==> config.mk <==
export PLATFORM = sky130hd
export DESIGN_NAME = seq_restoring_divider
export DESIGN_NICKNAME = d
export VERILOG_FILES = /design/src/rtl/seq_restoring_divider.sv
export SDC_FILE = /design/constraint.sdc
export NUM_CORES = 1
export LEC_CHECK = 0
export BUFFER_PORTS_ARGS = -buffer_cell sky130_fd_sc_hd__buf_2
export CORE_MARGIN = 2
export CORE_UTILIZATION = 25
export CTS_CLUSTER_DIAMETER = 150
export CTS_CLUSTER_SIZE = 40
export DETAILED_ROUTE_END_ITERATION = 8
export PLACE_DENSITY = 0.48
export SETUP_SLACK_MARGIN = 0.1
export SYNTH_ARGS = -nofsm -noshare
export SYNTH_HDL_FRONTEND = slang
export SYNTH_SLANG_ARGS = --single-unit
==> constraint.sdc <==
create_clock -name clk -period 2.8 [get_ports clk]
set_input_delay 0.42 -clock clk [delete_from_list [all_inputs] [get_ports clk]]
set_output_delay 0.42 -clock clk [all_outputs]
set_load 0.01 [all_outputs]
==> src/rtl/seq_restoring_divider.sv <==
// Sequential 4-bit unsigned restoring divider.
// Three-state FSM (IDLE, DIVIDE, DONE). DIVIDE runs four iterations, MSB first, over a
// 5-bit partial remainder. Each trial subtraction adds the one's complement of the
// divisor with carry-in 1. Divide-by-zero early exit is optional: define DIVZERO_FLAG_EN
// to enable it and to add the div_by_zero port. With the macro undefined, a zero divisor
// takes the normal path and yields quotient 4'hF, remainder = dividend.

module seq_restoring_divider (
    input  logic       clk,
    input  logic       rst,
    input  logic       start,
    input  logic [3:0] dividend,
    input  logic [3:0] divisor,
    output logic [3:0] quotient,
    output logic [3:0] remainder,
    output logic       busy,
    output logic       done
`ifdef DIVZERO_FLAG_EN
    ,
    output logic       div_by_zero
`endif
);

    typedef enum logic [1:0] {
        StIdle   = 2'd0,
        StDivide = 2'd1,
        StDone   = 2'd2
    } state_e;

    state_e     state_q, state_d;
    logic [4:0] prem_q, prem_d;   // partial remainder
    logic [3:0] dvd_q, dvd_d;     // dividend bits shift out, quotient bits shift in
    logic [3:0] dvs_q, dvs_d;     // captured divisor
    logic [1:0] cnt_q, cnt_d;     // iteration counter
    logic [3:0] quot_q, quot_d;
    logic [3:0] rem_q, rem_d;

    logic [4:0] shifted;
    logic [5:0] trial;
    logic       qbit;
    logic [4:0] prem_next;
    logic       accept;

`ifdef DIVZERO_FLAG_EN
    logic dz_q, dz_d;
    // Zero divisor accepted on the previous edge; results are written on the next edge
    // while the FSM stays in IDLE, so busy never rises for this case.
    logic dz_pend_q, dz_pend_d;
`endif

    // One restoring iteration: shift in next dividend bit, trial-subtract, restore on borrow.
    always_comb begin
        shifted   = {prem_q[3:0], dvd_q[3]};
        trial     = {1'b0, shifted} + {1'b0, 1'b1, ~dvs_q} + 6'd1;
        qbit      = trial[5];
        prem_next = qbit ? trial[4:0] : shifted;
    end

    // start is honoured only outside DIVIDE (and not while a zero-divisor result is pending).
    always_comb begin
`ifdef DIVZERO_FLAG_EN
        accept = start && (state_q != StDivide) && !dz_pend_q;
`else
        accept = start && (state_q != StDivide);
`endif
    end

    // Next-state and datapath update.
    always_comb begin
        state_d = state_q;
        prem_d  = prem_q;
        dvd_d   = dvd_q;
        dvs_d   = dvs_q;
        cnt_d   = cnt_q;
        quot_d  = quot_q;
        rem_d   = rem_q;
`ifdef DIVZERO_FLAG_EN
        dz_d      = dz_q;
        dz_pend_d = dz_pend_q;
`endif

        case (state_q)
            StIdle, StDone: begin
                state_d = StIdle;
`ifdef DIVZERO_FLAG_EN
                if (dz_pend_q) begin
                    state_d   = StDone;
                    quot_d    = 4'hF;
                    rem_d     = dvd_q;
                    dz_pend_d = 1'b0;
                end else
`endif
                if (accept) begin
                    dvd_d  = dividend;
                    dvs_d  = divisor;
                    prem_d = 5'd0;
                    cnt_d  = 2'd0;
`ifdef DIVZERO_FLAG_EN
                    dz_d = (divisor == 4'd0);
                    if (divisor == 4'd0) begin
                        dz_pend_d = 1'b1;
                        state_d   = StIdle;
                    end else begin
                        state_d = StDivide;
                    end
`else
                    state_d = StDivide;
`endif
                end
            end

            StDivide: begin
                prem_d = prem_next;
                dvd_d  = {dvd_q[2:0], qbit};
                cnt_d  = cnt_q + 2'd1;
                if (cnt_q == 2'd3) begin
                    // Results are published only here, so partial values never leak out.
                    state_d = StDone;
                    quot_d  = {dvd_q[2:0], qbit};
                    rem_d   = prem_next[3:0];
                end
            end

            default: begin
                state_d = StIdle;
            end
        endcase
    end

    // State and datapath registers with asynchronous reset.
    always_ff @(posedge clk or posedge rst) begin
        if (rst) begin
            state_q <= StIdle;
            prem_q  <= 5'd0;
            dvd_q   <= 4'd0;
            dvs_q   <= 4'd0;
            cnt_q   <= 2'd0;
            quot_q  <= 4'd0;
            rem_q   <= 4'd0;
`ifdef DIVZERO_FLAG_EN
            dz_q      <= 1'b0;
            dz_pend_q <= 1'b0;
`endif
        end else begin
            state_q <= state_d;
            prem_q  <= prem_d;
            dvd_q   <= dvd_d;
            dvs_q   <= dvs_d;
            cnt_q   <= cnt_d;
            quot_q  <= quot_d;
            rem_q   <= rem_d;
`ifdef DIVZERO_FLAG_EN
            dz_q      <= dz_d;
            dz_pend_q <= dz_pend_d;
`endif
        end
    end

    // Outputs decode directly from registered state.
    always_comb begin
        busy      = (state_q == StDivide);
        done      = (state_q == StDone);
        quotient  = quot_q;
        remainder = rem_q;
`ifdef DIVZERO_FLAG_EN
        div_by_zero = dz_q;
`endif
    end

endmodule
## Word-level counts from Yosys, hierarchy flattened

Index checks and enable logic that the tools add are counted.

| word-level totals | value |
|---|---|
| ROM bits | 0 |
| output and inout port bits | 10 |
| RAM bits | 0 |
| bits in registers | 24 |
| word-level logic and storage cells | 34 |
| input port bits | 11 |
| latch bits | 0 |
| memories | 0 |

| operators by class | value |
|---|---|
| divide/modulo/power cells | 0 |
| shift-type cells | 0 |
| $lt $le $gt $ge | 0 |
| equality and inequality tests | 6 |
| multipliers | 0 |
| mux-type cells | 10 |
| bitwise gates (word level) | 1 |
| add/sub/neg operators | 3 |
| reductions and logical operators | 7 |

Operator list:

| cell | count |
|---|---|
| one-hot mux 4 bit (2 select lines) | 2 |
| 2-to-1 mux 4 bit | 3 |
| one-hot mux 2 bit (2 select lines) | 2 |
| adder 5 x 5 -> 6 bit | 1 |
| adder 6 x 1 -> 6 bit, second input constant | 1 |
| AND reduction 2 bit | 3 |
| == test 2 bit, second input constant | 2 |
| 2-to-1 mux 2 bit | 2 |
| != test 2 x 1 -> 1 bit, second input constant | 2 |
| NOT 4 bit | 1 |
| adder 2 x 1 -> 2 bit, second input constant | 1 |
| == test 2 x 1 -> 1 bit, second input constant | 1 |
| logical NOT 2 bit | 1 |
| != test 2 bit, second input constant | 1 |
| nonzero test 2 bit | 1 |
| OR reduction 2 bit | 1 |
| logical AND 1 bit | 1 |
| 2-to-1 mux 1 bit | 1 |

## Depth between registers and ports, before layout

| logic depth | value |
|---|---|
| word-level depth | 5 |
| depth in mapped cells | 7 |
| depth with buffers taken out | 7 |

## Least setup slack after synthesis

No wires, ideal clock.

| timing | value |
|---|---|
| path kind | register -> register |
| from | register dvd_q[3] |
| to | register prem_q[2] |
| path buffers | 0 |
| required time | 2.717 ns |
| cell stages (with the launch flop) | 8 |
| setup time | 0.083 ns |
| setup slack | 1.168 ns |
| data arrival time | 1.550 ns |
| period minus slack after synthesis | 1.632 ns |
| cell sequence | dfrtp_1 inv_1 ha_1 fa_1 or2_2 o21ai_0 a32oi_1 o21ai_0 |

| on the way | value |
|---|---|
| cells in the longest elaborated chain, start to end | 4 |

Ends and longest elaborated chain:

| item | RTL line | source |
|---|---|---|
| start: declaration | 32 | `logic [3:0] dvd_q, dvd_d;` |
| start signal: assignment | 147 | `dvd_q <= dvd_d;` |
| adder 5 x 5 -> 6 bit | 54 | `trial = {1'b0, shifted} + {1'b0, 1'b1, ~dvs_q} + 6'd1;` |
| adder 6 x 1 -> 6 bit | 54 |  |
| 2-to-1 mux 4 bit | 56 | `prem_next = qbit ? trial[4:0] : shifted;` |
| one-hot mux 4 bit (2 select lines) | 82 | `case (state_q)` |
| end signal: assignment | 146 | `prem_q <= prem_d;` |
| end: declaration | 31 | `logic [4:0] prem_q, prem_d;` |

No other way between the ends.
A chain may end at the register's enable or synchronous reset.

## Worst setup path in the final report

| timing | value |
|---|---|
| from | register dvd_q[3] |
| to | register rem_q[2] (netlist: remainder[2]) |

| on the way | value |
|---|---|
| cells in the longest elaborated chain, start to end | 3 |

Ends and longest elaborated chain:

| item | RTL line | source |
|---|---|---|
| adder 5 x 5 -> 6 bit | 54 |  |
| adder 6 x 1 -> 6 bit | 54 |  |
| 2-to-1 mux 4 bit | 56 |  |
| end signal: assignment | 151 | `rem_q <= rem_d;` |
| end: declaration | 36 | `logic [3:0] rem_q, rem_d;` |

No other way between the ends.

==> results.ini <==
[global_routing]
antenna_found_initial=0
grt_max_degree=25
overflow=0
grt_pass1_vias=977
grt_use_total_pct=10.6
grt_pass1_wl_mm=4.47

[logic_synthesis]
syn_area_per_cell_um2=10.8
synth_seq_area_share_pct=49.6
yosys_warnings=0
syn_inst=112
yosysUniqueCellTypes=35
syn-num-nets=129
synth_seq_cells=24
syn-cell-area_mm2=0.00121

[clock_tree]
cts_hold_buf=0
cts-root-buf=clkbuf_8
cts_num_sinks=24
htree_levels=1
cts_buffer_depth=2
clkLatencyLatePin_ns=0.26
cts_tree=yes
cts_resized=0
clk_pin_slew_worst_paths_ns=0.08
postCtsSetupRepairBufs=0
numCtsBuffers=3

[worst_setup_path]
ff2ff_path_depth=7
start_kind=register
crit_start=dvd_q[3]
endpoint_kind=register
critical_path_arrival_ns=1.95
setup.reg_to_reg.worst_slack_ns=1.04
r2r-start=dvd_q[3]
r2r-end=remainder[2]
cp_max_fo=3
critPathKind=reg2reg
required_ns=2.98

[sta]
hold_violations=0
rsz0062_at_grt=false
final-setup-viol-count=0
maxSlewHeadroom_pct=39.0
skew_ns=0.00192
max_freq_ghz=0.567
period_share_pct=63.0
holdWs_ns=0.347
drv_slew=0
worstMarginPinSlew_ns=0.914
fin_crit_ns=1.76
finalSetupTns_ns=0

[placement]
gp_congestion=0.789
dp_hpwl_mm=1.92
post_dp_cell_area_mm2=0.00137
numPortBuffers=20

[finish]
finalInstanceArea_mm2=0.00141
area_growth_pct=16.5
antenna_cells=0
nets=153
drive_gt1_share_pct=30.6
final_core_util_pct=30.1

[detailed_routing]
post_drt_wl_per_cell_um=13.1
vias=877
firstDrtPassIters=4
drc=0
viasPerCell=4.66
drt_iter0_drc=26
ant_nets=0
routed_wl_mm=2.47

[pwr]
finalPower_mw=1.89
cellLeakagePower_nw=0.668
power_density_mw_per_mm2=1340
ir_worst_vdd_mv=0.456

[floorplanning]
fp.dieW_um=73.6
core_area_mm2=0.00469
die_h_um=73.6
pin_count=21
die-area_mm2=0.00542
num_rows=25
start_util_pct=25.8

[run_status]
status=finished, final reports clean

[worst_hold_path]
holdCritPathClass=in2async

[run]
drv_cap=0

final cells by class:
type | instances | area (µm²)
fill | 492 | 3280
sequential | 24 | 601
multi-input combinational | 77 | 556
timing repair buffer | 21 | 108
tap | 54 | 67.6
clock buffer | 3 | 41.3
inverter | 9 | 38.8
critical path, cell delays in order, from the launching register on:
cell     delay (ns)
dfrtp_1        0.33
inv_1          0.06
ha_1           0.23
fa_1           0.38
or2_2          0.29
o21ai_0        0.14
a32oi_1        0.09
o21ai_0        0.17
per-stage QoR:
stage / cells / worst slack [ns]
after floorplan: 112 / 1.17
after global placement: 185 / 1.10
after detailed placement: 185 / 1.05
after CTS: 188 / 1.03
after global routing: 188 / 0.910
final: 188 / 1.04
cell usage after synthesis (all sizes together):
| cell | count | area share (%) |
|---|---|---|
| nand3 | 3 | 1.2 |
| nand2 | 18 | 6.2 |
| fa | 1 | 1.7 |
| and2b | 1 | 0.62 |
| ha | 5 | 5.2 |
| a32oi | 1 | 0.72 |
| or2 | 2 | 1.0 |
| and2 | 2 | 1.0 |
| nor3 | 3 | 1.2 |
| dfrtp | 24 | 50 |
| nand2b | 3 | 2.2 |
| a21oi | 1 | 1.3 |
| a22o | 1 | 0.72 |
| o41ai | 1 | 1.3 |
| a31o | 2 | 1.4 |
| nor2b | 1 | 0.52 |
| a2111oi | 1 | 2.3 |
| a221o | 1 | 0.83 |
| a32o | 2 | 1.7 |
| a31oi | 1 | 0.52 |
| buf | 2 | 1.3 |
| mux2 | 3 | 2.8 |
| a22oi | 3 | 1.9 |
| inv | 9 | 3.2 |
| nor2 | 5 | 2.0 |
| o21ai | 14 | 6.4 |
| or3 | 1 | 0.52 |
| a21o | 1 | 0.62 |
worst max-delay path by stage:
stage / end / slack [ns]
5_1_grt: remainder[2] / 0.91
6_report: remainder[2] / 1.04
2_1_floorplan: prem_q[2] / 1.17
4_1_cts: prem_q[2] / 1.03
3_3_place_gp: remainder[2] / 1.10
3_5_place_dp: prem_q[2] / 1.05
cell families after synthesis:
kind of cell    count (synthesis)  synth area share [%]
flops                          24                  49.6
fa+ha+maj                       6                  6.82
compound gates                 29                  19.7
mux                             3                  2.79
simple gates                   39                  16.5
buf+inv                        11                  4.55
power breakdown:
part | switching, mW | internal [mW]
clock | 0.104 | 0.0961
combinational | 0.614 | 0.448
sequential | 0.106 | 0.520
placed cells by master, fill, tap and decap left out, drive strengths merged, types with 2 or more instances in the layout:
cell | synthesis | routed
inv | 9 | 9
nor2 | 5 | 5
nand3 | 3 | 3
a22oi | 3 | 3
a32o | 2 | 2
clkbuf | 0 | 3
and2 | 2 | 2
or2 | 2 | 2
ha | 5 | 5
nand2b | 3 | 3
o21ai | 14 | 14
a31o | 2 | 2
dfrtp | 24 | 24
mux2 | 3 | 3
buf | 2 | 21
nand2 | 18 | 18
nor3 | 3 | 3
routing by layer:
layer | global-route usage, % | part of all wire (%) | up-vias
met4 | 3.03 | 1.4 | 0
met5 | 0 | 0 | -
li1 | - | - | 437
met1 | 14.4 | 47 | 419
met3 | 1.78 | 2.9 | 5
met2 | 17.5 | 49 | 16
sequential cells by signal, indices dropped and copies added, names as in the netlist:
signal and flops:
cnt_q 2, dvd_q 4, dvs_q 4, prem_q 4, quotient 4, remainder 4
state_q 2
(Power assumes the default switching activity.)
